### src/rtl/pc_unit_if.sv
// Request/status bundle between the IF-stage control logic and the program-counter unit.
// Requests flow master -> slave; the PC and RAS status flow back.
interface pc_unit_if #(
    parameter int unsigned PC_SIZE = 18,
    parameter int unsigned RAS_AW  = 2
);
    logic               pc_write;
    logic               exc_valid;
    logic               br_taken;
    logic [PC_SIZE-1:0] br_target;
    logic               jmp_valid;
    logic [PC_SIZE-1:0] jmp_target;
    logic               call_valid;
    logic [PC_SIZE-1:0] call_ret_addr;
    logic               ret_valid;
    logic [PC_SIZE-1:0] pc_out;
    logic [PC_SIZE-1:0] pc_next;
    logic               redirect;
    logic [RAS_AW:0]    ras_count;
    logic               ras_underflow;

    modport master (
        output pc_write, exc_valid, br_taken, br_target, jmp_valid, jmp_target,
               call_valid, call_ret_addr, ret_valid,
        input  pc_out, pc_next, redirect, ras_count, ras_underflow
    );

    modport slave (
        input  pc_write, exc_valid, br_taken, br_target, jmp_valid, jmp_target,
               call_valid, call_ret_addr, ret_valid,
        output pc_out, pc_next, redirect, ras_count, ras_underflow
    );
endinterface

### src/rtl/pc_unit.sv
// Fetch program counter with prioritised next-PC selection and a circular return-address stack.
// All state advances on the falling clock edge, in step with the rest of the pipeline.
module pc_unit #(
    parameter int unsigned               PC_SIZE   = 18,
    parameter int unsigned               PC_STEP   = 4,
    parameter logic [PC_SIZE-1:0]        RESET_VEC = '0,
    parameter logic [PC_SIZE-1:0]        EXC_VEC   = PC_SIZE'(18'h00100),
    parameter int unsigned               RAS_DEPTH = 4,
    parameter int unsigned               RAS_AW    = 2
) (
    input  logic        clk,
    input  logic        rst,
    pc_unit_if.slave    bus
);
    localparam int unsigned CW = RAS_AW + 1;

    logic [PC_SIZE-1:0] pc_q, pc_d;
    logic               redirect_q, redirect_d;
    logic [RAS_AW-1:0]  ptr_q, ptr_d;
    logic [CW-1:0]      cnt_q, cnt_d;
    logic               under_q, under_d;
    logic [PC_SIZE-1:0] mem_q [RAS_DEPTH];
    logic [PC_SIZE-1:0] mem_d [RAS_DEPTH];

    logic [PC_SIZE-1:0] pc_inc;
    logic [RAS_AW-1:0]  ptr_dec;

    assign pc_inc  = pc_q + PC_SIZE'(PC_STEP);
    assign ptr_dec = ptr_q - RAS_AW'(1);

    // Next-PC priority and RAS bookkeeping; calls/returns only act when nothing older redirects.
    always_comb begin
        pc_d       = pc_inc;
        redirect_d = 1'b0;
        ptr_d      = ptr_q;
        cnt_d      = cnt_q;
        under_d    = 1'b0;
        mem_d      = mem_q;
        if (bus.exc_valid) begin
            pc_d       = EXC_VEC;
            redirect_d = 1'b1;
            ptr_d      = '0;
            cnt_d      = '0;
        end else if (bus.br_taken) begin
            pc_d       = bus.br_target;
            redirect_d = 1'b1;
        end else if (!bus.pc_write) begin
            pc_d = pc_q;
        end else if (bus.call_valid) begin
            pc_d         = bus.jmp_target;
            redirect_d   = 1'b1;
            mem_d[ptr_q] = bus.call_ret_addr;
            ptr_d        = ptr_q + RAS_AW'(1);
            if (cnt_q != CW'(RAS_DEPTH)) cnt_d = cnt_q + CW'(1);
        end else if (bus.ret_valid) begin
            redirect_d = 1'b1;
            if (cnt_q != '0) begin
                pc_d  = mem_q[ptr_dec];
                ptr_d = ptr_dec;
                cnt_d = cnt_q - CW'(1);
            end else begin
                under_d = 1'b1;
            end
        end else if (bus.jmp_valid) begin
            pc_d       = bus.jmp_target;
            redirect_d = 1'b1;
        end
    end

    always_ff @(negedge clk) begin
        if (rst) begin
            pc_q       <= RESET_VEC;
            redirect_q <= 1'b0;
            ptr_q      <= '0;
            cnt_q      <= '0;
            under_q    <= 1'b0;
        end else begin
            pc_q       <= pc_d;
            redirect_q <= redirect_d;
            ptr_q      <= ptr_d;
            cnt_q      <= cnt_d;
            under_q    <= under_d;
        end
    end

    // Stack entries carry no reset; only the pointer and count define validity.
    always_ff @(negedge clk) begin
        mem_q <= mem_d;
    end

    assign bus.pc_out        = pc_q;
    assign bus.pc_next       = pc_d;
    assign bus.redirect      = redirect_q;
    assign bus.ras_count     = cnt_q;
    assign bus.ras_underflow = under_q;
endmodule

### src/flat_wrapper.sv
// flat-port wrapper written by rule: the top's interface ports become plain ports
module pc_unit_flat 
#(
    parameter int unsigned               PC_SIZE   = 18,
    parameter int unsigned               PC_STEP   = 4,
    parameter logic [PC_SIZE-1:0]        RESET_VEC = '0,
    parameter logic [PC_SIZE-1:0]        EXC_VEC   = PC_SIZE'(18'h00100),
    parameter int unsigned               RAS_DEPTH = 4,
    parameter int unsigned               RAS_AW    = 2
)
  (clk, rst, bus_pc_write, bus_exc_valid, bus_br_taken, bus_br_target, bus_jmp_valid, bus_jmp_target, bus_call_valid, bus_call_ret_addr, bus_ret_valid, bus_pc_out, bus_pc_next, bus_redirect, bus_ras_count, bus_ras_underflow);
  pc_unit_if #(.PC_SIZE(PC_SIZE), .RAS_AW(RAS_AW)) bus_i ();
  input  logic clk;
  input  logic rst;
  input wire logic [$bits(bus_i.pc_write)-1:0] bus_pc_write;
  input wire logic [$bits(bus_i.exc_valid)-1:0] bus_exc_valid;
  input wire logic [$bits(bus_i.br_taken)-1:0] bus_br_taken;
  input wire logic [$bits(bus_i.br_target)-1:0] bus_br_target;
  input wire logic [$bits(bus_i.jmp_valid)-1:0] bus_jmp_valid;
  input wire logic [$bits(bus_i.jmp_target)-1:0] bus_jmp_target;
  input wire logic [$bits(bus_i.call_valid)-1:0] bus_call_valid;
  input wire logic [$bits(bus_i.call_ret_addr)-1:0] bus_call_ret_addr;
  input wire logic [$bits(bus_i.ret_valid)-1:0] bus_ret_valid;
  output wire logic [$bits(bus_i.pc_out)-1:0] bus_pc_out;
  output wire logic [$bits(bus_i.pc_next)-1:0] bus_pc_next;
  output wire logic [$bits(bus_i.redirect)-1:0] bus_redirect;
  output wire logic [$bits(bus_i.ras_count)-1:0] bus_ras_count;
  output wire logic [$bits(bus_i.ras_underflow)-1:0] bus_ras_underflow;
  assign bus_i.pc_write = bus_pc_write;
  assign bus_i.exc_valid = bus_exc_valid;
  assign bus_i.br_taken = bus_br_taken;
  assign bus_i.br_target = bus_br_target;
  assign bus_i.jmp_valid = bus_jmp_valid;
  assign bus_i.jmp_target = bus_jmp_target;
  assign bus_i.call_valid = bus_call_valid;
  assign bus_i.call_ret_addr = bus_call_ret_addr;
  assign bus_i.ret_valid = bus_ret_valid;
  assign bus_pc_out = bus_i.pc_out;
  assign bus_pc_next = bus_i.pc_next;
  assign bus_redirect = bus_i.redirect;
  assign bus_ras_count = bus_i.ras_count;
  assign bus_ras_underflow = bus_i.ras_underflow;
  pc_unit #(.PC_SIZE(PC_SIZE), .PC_STEP(PC_STEP), .RESET_VEC(RESET_VEC), .EXC_VEC(EXC_VEC), .RAS_DEPTH(RAS_DEPTH), .RAS_AW(RAS_AW)) u_core (.clk(clk), .rst(rst), .bus(bus_i));
endmodule
### config.mk
export PLATFORM = sky130hd
export DESIGN_NAME = pc_unit_flat
export DESIGN_NICKNAME = d
export VERILOG_FILES = /design/src/rtl/pc_unit_if.sv /design/src/rtl/pc_unit.sv /design/src/flat_wrapper.sv
export SDC_FILE = /design/constraint.sdc
export NUM_CORES = 1
export LEC_CHECK = 0
export BUFFER_PORTS_ARGS = -buffer_cell sky130_fd_sc_hd__buf_2
export CELL_PAD_IN_SITES_DETAIL_PLACEMENT = 1
export CELL_PAD_IN_SITES_GLOBAL_PLACEMENT = 2
export CORE_MARGIN = 2
export CORE_UTILIZATION = 37
export CTS_BUF_LIST = sky130_fd_sc_hd__clkbuf_4
export DETAILED_ROUTE_END_ITERATION = 12
export GPL_ROUTABILITY_DRIVEN = 0
export PLACE_DENSITY = 0.92
export SYNTH_ARGS = -nofsm -noshare
export SYNTH_HDL_FRONTEND = slang
export SYNTH_SLANG_ARGS = --single-unit
### constraint.sdc
create_clock -name clk -period 2.9 [get_ports clk]
set_input_delay 0.145 -clock clk [delete_from_list [all_inputs] [get_ports clk]]
set_output_delay 0.145 -clock clk [all_outputs]
set_load 0.1 [all_outputs]
After elaboration in Yosys (flattened, before gate mapping). Index checks and enable logic that the tools add are counted.

Output and inout bits: 41. Word-level logic and storage cells: 61. Register bits: 97. Input port bits: 62.

Muxes and demuxes: 27. Bitwise logic cells: 6. Add/sub/neg operators: 5. Eq/ne operators: 2. Magnitude comparators: 3. Reduce and logical (&&, ||, !) cells: 9.

Operator list (count): 18-bit two-way mux (10); 72-bit bitwise mux (1); 18-bit binary-select mux with 2-bit select (1); 18-bit demux with 2-bit select (1); 18-bit by 3-bit adder with 18-bit output (second input constant) (1); 3-bit two-way mux (4); 4-bit AND reduction (2); 1-bit two-way mux (7); 3-bit greater-or-equal comparator (second input constant) (2); 2-bit two-way mux (3); 2-bit NOT with 3-bit output (2); 6-bit OR reduction (1); 5-bit AND reduction (1); 1-bit NOT (4); 2-bit nonzero test (2); 3-bit by 1-bit adder with 3-bit output (second input constant) (1); 3-bit by 1-bit < comparator with 1-bit output (second input constant) (1); 3-bit inequality test (second input constant) (1); 3-bit nonzero test (1); 3-bit by 1-bit subtractor with 3-bit output (second input constant) (1); 2-bit by 1-bit adder with 2-bit output (second input constant) (1); 2-bit by 1-bit inequality test with 1-bit output (second input constant) (1); 2-bit OR reduction (1); 2-bit by 1-bit subtractor with 2-bit output (second input constant) (1); 1-bit logical AND (1).

Longest topological paths before layout. Gate-level depths: netlist of the first run.

Word-level depth: 11. Gate-level depth with buffers: 9. Mapped depth without buffers: 6.

==> summary.md, run 1 <==
| Metric | Value |
|---|---|
| Status | `finished with violations` |
| Violated checks | `negative setup slack` |
| Clock Skews | `68.2 ps` |
| Layout Utilization | `0.615` |
| Pin count of the biggest net entering global routing | `19` |
| Kind of end point of the critical path | `output port` |
| HP Start | `u_core.bus.pc_out[15]$_SDFF_NP0_` |
| Worst slack, placed | `-722 ps` |
| Post-synth EDFFs | `72` |
| Total Wirelength | `21,900 um` |
| Worst reg2reg startpoint | `u_core.ptr_q[0]$_SDFFE_NP0P_` |
| Layout cells sized above 1 | `0.485` |
| Io pins | `103` |
| CTS tree | `yes` |
| PnR worst setup slack | `-1150 ps` |
| Synth Warn # | `0` |
| H-tree levels | `3` |
| Most frequent CP cell | `buf_12` |
| CTS buffer count | `9` |
| Iteration-0 DRC count of the detailed router | `288` |
| Synthesized netlist net count | `507` |
| Final Hold Fails | `0` |
| FF-to-FF setup slack | `870 ps` |
| Seq cells post-synth | `97` |
| Hold_buf cts | `0` |
| Met1 usage | `0.306` |
| Vias/cell | `5.68` |
| CP Launch Type | `register` |
| Clock sinks | `97` |
| Main flop type after synthesis | `edfxtp_1` |
| GRT Total Usage | `0.294` |
| WL per Instance | `23.5 um` |
| Maximum clock path buffer count | `2` |
| Relative slew slack | `0.609` |
| Area of the core | `13,700 um2` |
| RSZ-0062 raised after global routing | `true` |
| Top cells by area, synth | `edfxtp_1 42%, dfxtp_1 9.7%, mux4_2 4.8%, mux4_1 3.6%, nand2_1 2.3%` |
| Worst Path Required | `2760 ps` |
| Area grow syn2layout | `63.9%` |
| Post-route ant nets | `0` |
| Cell area power density | `449 nW/um2` |
| Seq/Total Area, Yosys | `0.518` |
| Maximum vdd ir drop | `0.000346 V` |
| Pre-Repair DR Iteration Count | `4` |
| Top-area cell type share of the netlist area | `0.420` |
| Clk_lat worst skew | `560 ps` |
| Final hold slack | `652 ps` |
| Hold worst-path end | `u_core.bus.pc_out[15]$_SDFF_NP0_` |
| Most frequent cell after synthesis | `edfxtp_1` |
| Crit Path Class | `reg2out` |
| Max_cap viols | `0` |
| Via count | `5,293` |
| Initial Utilization | `0.375` |
| Synth area leader | `edfxtp_1` |
| Async S/R FF share, synth | `0` |
| Design Power | `3.79 mW` |
| R2r worst-path depth | `8` |
| GRT Max-Usage Layer | `met2` |
| IO buf count | `102` |
| Cells along the critical path | `inv_4 -> ha_4 -> buf_12 -> buf_6 -> mux4_2 -> a221oi_4 -> a21oi_4 -> buf_12` |
| Post-DP HPWL | `13,400 um` |
| DIE AREA | `14,900 um2` |
| Placed Instances | `799` |
| Post-route DRC violation count | `0` |
| CP startpoint | `u_core.ptr_q[0]$_SDFFE_NP0P_` |
| Global-route met2 utilization | `0.516` |
| Mapped Cells | `439` |
| Worst Hold Path Cells | `2` |
| M3 GR Usage | `0.0829` |
| Global route total overflow | `0` |
| CP arrival | `3900 ps` |
| HP Class | `reg2reg` |
| Avg Cell Area, Syn | `11.7 um2` |
| Fin cells | `932` |
| Final setup viols | `18` |
| Cell area after synthesis | `5140 um2` |
| Row Count | `43` |
| Initial antenna violation count | `1` |
| Die height | `122 um` |
| Worst R2R End | `u_core.bus.pc_out[2]$_SDFF_NP0_` |
| Worst-path clk slew | `50 ps` |
| Netlist cell types | `73` |
| Slew @ Worst Pin | `586 ps` |
| CP max stage cell | `dfxtp_4` |
| Final net count | `815` |
| Worst path max stage delay | `390 ps` |
| Critical path peak fanout | `7` |
| LEAKAGE | `3.51 nW` |
| Chip Width | `122 um` |
| First-pass GRT wire length | `32,600 um` |
| Root Buffer | `clkbuf_4` |
| Vias in the first global route | `6,073` |
| Top cells by count, synth | `72 x edfxtp_1, 31 x nand2_1, 27 x nor2_1, 25 x dfxtp_1, 21 x o21ai_0` |
| Pins over their slew limit | `0` |
-- registers in the layout, indices dropped and copies added (netlist names) --
register,count
u_core.bus.pc_out,18
u_core.bus.ras_underflow,1
u_core.ptr_q,2
u_core.bus.ras_count,3
u_core.mem_q,72
u_core.bus.redirect,1
-- worst max-delay path by stage --
stage	end	slack, ps
final	bus_pc_next[17]	-1150
after global routing	bus_pc_next[15]	-1250
after CTS	bus_pc_next[1]	-1130
after detailed placement	bus_pc_next[1]	-720
after global placement	bus_pc_next[17]	-700
after floorplan	bus_pc_next[3]	-1040
-- worst max-delay path, delay by kind of cell, from the launching register on --
kind | cells | cell delay [ps]
DFF | 1 | 390
adders and majority gates | 1 | 310
buffers and inverters | 4 | 440
muxes | 1 | 330
AOI/OAI and AO/OA | 2 | 450
-- cell usage in the layout (no fill, tap or decap), drive strengths merged, types with 4 or more instances in the layout --
cell    instances
o31ai           9
dfxtp          25
and3           12
nand3b          4
edfxtp         72
nand3          13
o31a            4
nor4            6
buf           231
and3b           6
o21ai          21
a221oi          9
mux2i           4
or4             4
nor2           27
nor3           19
clkbuf         10
nor2b          12
a21oi          20
inv           108
nand2b         12
a31oi           6
or2             4
mux4           18
nand2          32
nand4           7
ha              5
-- area by class of cell --
| type | count | area, um2 |
|---|---|---|
| Antenna cell | 1 | 2.50 |
| Clock buffer | 9 | 67.6 |
| Clock inverter | 103 | 417 |
| Fill cell | 1431 | 5290 |
| Inverter | 8 | 37.5 |
| Multi-Input combinational cell | 302 | 2850 |
| Sequential cell | 97 | 2720 |
| Tap cell | 180 | 225 |
| Timing Repair Buffer | 232 | 2110 |
-- layer usage --
metal  up-vias  share of wire
met2       257           0.52
met4         0          0.045
met1      2621           0.37
li1       2330              -
met5         -              0
met3        85          0.063
-- stage by stage --
step	TNS [ps]	area, um2
finish	-19530	8430
global route	-21330	8430
CTS	-19470	8270
detailed placement	-20030	7240
global placement	-14800	7240
floorplan	-15670	5700
-- power breakdown --
group	switching (mW)	internal (mW)
clock	0.944	0.358
sequential	0.0257	1.51
combinational	0.588	0.365
-- kinds of logic after synthesis --
kind of cell / Yosys count / share of synthesized area
buffers and inverters: 40 / 0.0387
flip-flops: 97 / 0.518
XOR/XNOR: 5 / 0.00851
adder cells (fa/ha/maj): 6 / 0.0161
AO/OA/AOI/OAI: 102 / 0.147
AND/OR/NAND/NOR: 166 / 0.178
multiplexers: 23 / 0.0939
-- repair_timing --
item                       in CTS  in global routing
pin swaps                      21                 16
gates resized for setup       118                 27
setup endpoints to repair      39                 32
buffers inserted               15                  9
No activity file was read; power rests on OpenSTA's default activity.
==> run 2, diff against run 1 <==
--- a/config.mk
+++ b/config.mk
@@ -8,2 +8,3 @@
 export BUFFER_PORTS_ARGS = -buffer_cell sky130_fd_sc_hd__buf_2
+export CAP_MARGIN = 20
 export CELL_PAD_IN_SITES_DETAIL_PLACEMENT = 1
@@ -19 +20,2 @@
 export SYNTH_SLANG_ARGS = --single-unit
+export TNS_END_PERCENT = 10
--- a/constraint.sdc
+++ b/constraint.sdc
@@ -3,2 +3,2 @@
 set_output_delay 0.145 -clock clk [all_outputs]
-set_load 0.1 [all_outputs]
+set_load 0.005 [all_outputs]
==> summary.md, run 2 (synthesis results as in run 1) <==
| Metric | Value |
|---|---|
| CP startpoint | `u_core.ptr_q[0]$_SDFFE_NP0P_` |
| Slew @ Worst Pin | `535 ps (-51.0 ps)` |
| Post-DP Area | `6620 um2 (-8.6%)` |
| Area of the multi-input gates | `2550 um2 (-11%)` |
| Worst reg2reg startpoint | `u_core.ptr_q[0]$_SDFFE_NP0P_` |
| Design Power | `3.35 mW (-12%)` |
| CTS tree | `yes` |
| LEAKAGE | `3.26 nW (-7.2%)` |
| Placed Instances | `792 (-0.88%)` |
| Post-route ant nets | `0 (unchanged)` |
| Clock Skews | `53.7 ps (-14.5 ps)` |
| FF/Latch Area | `2670 um2 (-1.7%)` |
| Die height | `122 um (unchanged)` |
| GRT Total Usage | `0.254 (-0.0394)` |
| CP Launch Type | `register` |
| Leading cell type in the layout, fill and taps excluded | `inv_1` |
| Io pins | `103 (unchanged)` |
| IO buf count | `102 (unchanged)` |
| Post-route DRC violation count | `0 (unchanged)` |
| Most frequent cells in the layout | `103 x inv_1, 102 x buf_2, 101 x buf_4, 72 x edfxtp_1, 31 x nand2_1` |
| Total Wirelength | `18,900 um (-14%)` |
| Final setup viols | `18 (unchanged)` |
| Max FFs per register | `72 (unchanged)` |
| Worst-path clk slew | `50 ps (about the same)` |
| Post-route cell area | `7400 um2 (-12%)` |
| HP Class | `in2out` |
| Largest reg by FF count | `u_core.mem_q` |
| Maximum clock path buffer count | `2 (unchanged)` |
| HP Start | `bus_br_target[4]` |
| DIE AREA | `14,900 um2 (unchanged)` |
| Critical path peak fanout | `9 (+2)` |
| Clock sinks | `97 (unchanged)` |
| Cell area power density | `453 nW/um2 (+0.77%)` |
| Initial antenna violation count | `0 (-1)` |
| Iteration-0 DRC count of the detailed router | `271 (-5.9%)` |
| PnR worst setup slack | `-1040 ps (+114 ps)` |
| Initial Utilization | `0.375 (unchanged)` |
| Layout cells sized above 1 | `0.410 (-0.0749)` |
| Maximum vdd ir drop | `0.000360 V (+4.0%)` |
| RSZ-0062 raised after global routing | `true` |
| Kind of end point of the critical path | `output port` |
| Area of the core | `13,700 um2 (unchanged)` |
| Vias/cell | `5.54 (-2.4%)` |
| Vias in the first global route | `5,679 (-6.5%)` |
| CTS buffer count | `9 (unchanged)` |
| Global route total overflow | `0 (unchanged)` |
| Area grow syn2layout | `43.8%` |
| Relative slew slack | `0.643 (+0.0340)` |
| Final net count | `795 (-2.5%)` |
| Max_cap viols | `0 (unchanged)` |
| Pins over their slew limit | `0 (unchanged)` |
| CP arrival | `3790 ps (-110 ps)` |
| Worst Path Required | `2760 ps (about the same)` |
| Fin cells | `913 (-2.0%)` |
| First-pass GRT wire length | `28,600 um (-12%)` |
| Pin count of the biggest net entering global routing | `19 (unchanged)` |
| Final Hold Fails | `0 (unchanged)` |
| Fill count | `1,554 (+8.6%)` |
| Chip Width | `122 um (unchanged)` |
| Crit Path Class | `reg2out` |
| Final hold slack | `619 ps (-32.9 ps)` |
| Pre-Repair DR Iteration Count | `4 (unchanged)` |
| Violated checks | `negative setup slack` |
| Clk_lat worst skew | `540 ps (-20 ps)` |
| WL per Instance | `20.7 um (-12%)` |
| Layout Utilization | `0.539 (-0.0752)` |
| Root Buffer | `clkbuf_4` |
| Row Count | `43 (unchanged)` |
| Via count | `5,062 (-4.4%)` |
| Post-DP HPWL | `13,000 um (-3.3%)` |
| H-tree levels | `3 (unchanged)` |
| Status | `finished with violations` |
## run 2: cell count changes in the layout (fill, tap and decap cells not counted), moves of 6 or more
cell / previous run / this run
buf_6: 16 / 4
dfxtp_1: 5 / 19
buf_2: 62 / 102
buf_4: 114 / 101
dfxtp_4: 13 / 1
buf_12: 34 / 5
o21ai_0: 14 / 20
## run 2: layout make-up
| type | instances | area share |
|---|---|---|
| Antenna cell | 1 | 0.000338 |
| Clock buffer | 9 | 0.00913 |
| Clock inverter | 104 | 0.0585 |
| Inverter | 8 | 0.00440 |
| Multi-Input combinational cell | 302 | 0.345 |
| Sequential cell | 97 | 0.361 |
| Tap cell | 180 | 0.0304 |
| Timing Repair Buffer | 212 | 0.191 |
## run 2: critical path, stage by stage (launching register included)
cell and delay [ps]:
dfxtp_4 370, inv_4 40, ha_4 300, buf_6 160
mux4_2 350, a221oi_4 320, a21oi_2 120, buf_2 140
## run 2: worst paths after layout
check | end | slack [ps] | cells past startpoint
worst max-delay path | bus_pc_next[14] | -1040 | 7
worst min-delay path | bus_pc_next[4] | 620 | 4
worst max register to register | u_core.bus.pc_out[1]$_SDFF_NP0_ | 710 | 11
worst min register to register | u_core.bus.pc_out[0]$_SDFF_NP0_ | 660 | 2
## run 2: what timing repair did
item                       CTS  global route
hold buffers                 0             0
setup endpoints to repair   18            22
gates cloned                 0             0
resized for setup           28            13
setup buffers                4             4
pin swaps                    7             7
## run 2: stage by stage
step                setup slack (ps)  setup TNS (ps)
CTS                            -1020          -17230
global route                   -1140          -19270
detailed placement              -568          -14620
finish                         -1040          -17360
global placement                -512           -9130
floorplan                       -573          -17290
## run 2: per-layer routing
layer	global-route usage	wire length, um	vias to the layer above
li1	-	-	2298
met5	0.00347	0	-
met2	0.412	9210	207
met1	0.300	7740	2506
met4	0.137	653	0
met3	0.0805	1330	51
## run 2: power breakdown
| group | internal [mW] | switching (mW) |
|---|---|---|
| Combinational | 0.231 | 0.269 |
| Clock | 0.437 | 0.881 |
| Sequential | 1.51 | 0.0190 |
==> run 3, diff against run 2 <==
- BUFFER_PORTS_ARGS: -buffer_cell sky130_fd_sc_hd__buf_2 -> -buffer_cell sky130_fd_sc_hd__buf_4
==> summary.md, run 3 (synthesis results as in run 1) <==
| Metric | Value |
|---|---|
| Maximum clock path buffer count | `2 (unchanged)` |
| IO buf count | `102 (unchanged)` |
| Pins over their slew limit | `0 (unchanged)` |
| Global route total overflow | `0 (unchanged)` |
| Initial antenna violation count | `0 (unchanged)` |
| Vias/cell | `5.83 (+5.2%)` |
| Cell area power density | `457 nW/um2 (+1.0%)` |
| Relative slew slack | `0.631 (-0.0120)` |
| Fin cells | `927 (+1.5%)` |
| Switching pwr | `1.34 mW (+14%)` |
| Most frequent cells in the layout | `209 x buf_4, 101 x inv_1, 72 x edfxtp_1, 31 x nand2_1, 27 x nor2_1` |
| Kind of end point of the critical path | `output port` |
| Maximum vdd ir drop | `0.000427 V (+19%)` |
| Clk pwr share | `0.412 (+0.018)` |
| Internal power | `2.27 mW (+4.2%)` |
| CP Launch Type | `register` |
| Clock Skews | `61.4 ps (+7.74 ps)` |
| Root Buffer | `clkbuf_4` |
| Hold_buf cts | `0 (unchanged)` |
| WL per Instance | `23.5 um (+13%)` |
| FF/Latch Area | `2680 um2 (about the same)` |
| First-pass GRT wire length | `30,200 um (+5.4%)` |
| Pre-Repair DR Iteration Count | `5 (+1)` |
| DIE AREA | `14,900 um2 (unchanged)` |
| Largest reg by FF count | `u_core.mem_q` |
| Slew @ Worst Pin | `548 ps (+13.3 ps)` |
| Max FFs per register | `72 (unchanged)` |
| CTS tree | `yes` |
| CTS buffer count | `9 (unchanged)` |
| Row Count | `43 (unchanged)` |
| Area of the core | `13,700 um2 (unchanged)` |
| Vias in the first global route | `5,825 (+2.6%)` |
| Pin count of the biggest net entering global routing | `24 (+5)` |
| Max_cap viols | `0 (unchanged)` |
| Comb pwr share | `0.163 (+0.014)` |
| Area grow syn2layout | `53.4%` |
| H-tree levels | `3 (unchanged)` |
| LEAKAGE | `3.43 nW (+5.3%)` |
| Layout cells sized above 1 | `0.431 (+0.0212)` |
| CP arrival | `3950 ps (+160 ps)` |
| Status | `finished with violations` |
| Post-DP HPWL | `13,000 um (+0.25%)` |
| Post-route DRC violation count | `0 (unchanged)` |
| Final setup viols | `19 (+1)` |
| Final hold slack | `601 ps (-18.1 ps)` |
| Clock sinks | `97 (unchanged)` |
| Initial Utilization | `0.375 (unchanged)` |
| Critical path peak fanout | `7 (-2)` |
| Die height | `122 um (unchanged)` |
| GRT Total Usage | `0.268 (+0.0143)` |
| Crit Path Class | `reg2out` |
| Via count | `5,408 (+6.8%)` |
| Total Wirelength | `21,800 um (+15%)` |
| Final net count | `810 (+1.9%)` |
| PnR worst setup slack | `-1190 ps (-159 ps)` |
| Worst Path Required | `2760 ps (about the same)` |
| Final Hold Fails | `0 (unchanged)` |
| Post-route ant nets | `0 (unchanged)` |
| HP Class | `in2out` |
| Io pins | `103 (unchanged)` |
| Fin Setup TNS | `-20,400 ps (-3040 ps)` |
| Placed Instances | `793 (+0.13%)` |
| Violated checks | `negative setup slack` |
| ANT cells | `0 (-1)` |
| RSZ-0062 raised after global routing | `true` |
| Area of the multi-input gates | `2570 um2 (+0.59%)` |
| Worst-path clk slew | `80 ps (+30 ps)` |
| Seq pwr share | `0.424 (-0.033)` |
| Sw Ratio | `0.371 (+0.0216)` |
| Leading cell type in the layout, fill and taps excluded | `buf_4` |
| Chip Width | `122 um (unchanged)` |
| Fill count | `1,488 (-4.2%)` |
| Clk_lat worst skew | `560 ps (+20 ps)` |
| Iteration-0 DRC count of the detailed router | `410 (+51%)` |
==> run 3: changes by cell type in the layout (fill, tap and decap cells not counted), sizes merged <==
cell and change:
diode -1, clkinv +1, clkinvlp -1, buf +15
==> run 3: layer usage <==
| metal | global-route usage | share of wire | up-vias | routed length [um] |
|---|---|---|---|---|
| li1 | - | - | 2336 | - |
| met1 | 0.304 | 0.39 | 2650 | 8580 |
| met2 | 0.443 | 0.49 | 325 | 10600 |
| met3 | 0.0744 | 0.074 | 97 | 1620 |
| met4 | 0.179 | 0.043 | 0 | 936 |
| met5 | 0 | 0 | - | 0 |
==> run 3: what timing repair did <==
action / in CTS / in global routing
hold endpoints to repair: 0 / 0
endpoints found under the setup margin: 18 / 26
setup buffers: 17 / 5
pin swaps: 9 / 5
gates resized for setup: 33 / 28
==> run 3: power groups by stage <==
stage / sequential [mW] / combinational, mW / clock [mW]
2_1_floorplan: 1.56 / 0.213 / 0.202
3_3_place_gp: 1.56 / 0.478 / 0.202
3_5_place_dp: 1.56 / 0.498 / 0.202
4_1_cts: 1.53 / 0.538 / 1.48
5_1_grt: 1.53 / 0.621 / 1.68
6_report: 1.53 / 0.590 / 1.49
==> run 3: cell type report <==
class                           count  share of cell area
Clock buffer                        9             0.00856
Clock inverter                    104              0.0591
Inverter                            8             0.00412
Multi-Input combinational cell    302               0.325
Sequential cell                    97               0.339
Tap cell                          180              0.0285
Timing Repair Buffer              227               0.236
==> run 3: path summary, 6_finish.rpt <==
check | startpoint | end | slack, ps | depth (start not counted)
hold / removal | bus_br_target[4] | bus_pc_next[4] | 600 | 4
setup reg to reg | u_core.ptr_q[0]$_SDFFE_NP0P_ | u_core.bus.pc_out[9]$_SDFF_NP0_ | -530 | 22
hold reg to reg | u_core.bus.pc_out[16]$_SDFF_NP0_ | u_core.bus.pc_out[16]$_SDFF_NP0_ | 610 | 2
setup / recovery | u_core.ptr_q[0]$_SDFFE_NP0P_ | bus_pc_next[15] | -1190 | 8
==> run 3: through the flow <==
stage / area [um2] / power, mW / worst slack (ps) / utilization
5_1_grt: 7890 / 3.83 / -1260 / 0.575
4_1_cts: 7740 / 3.54 / -1060 / 0.565
6_report: 7890 / 3.61 / -1190 / 0.575
2_1_floorplan: 5240 / 1.97 / -573 / -
3_3_place_gp: 6920 / 2.24 / -526 / 0.504
3_5_place_dp: 6920 / 2.26 / -578 / 0.504
==> run 3: critical path, stage by stage (launching register included) <==
cell,delay [ps]
dfxtp_4,400
inv_4,50
ha_4,280
buf_12,130
buf_4,110
mux4_2,350
a221oi_4,320
a31oi_1,150
buf_4,150
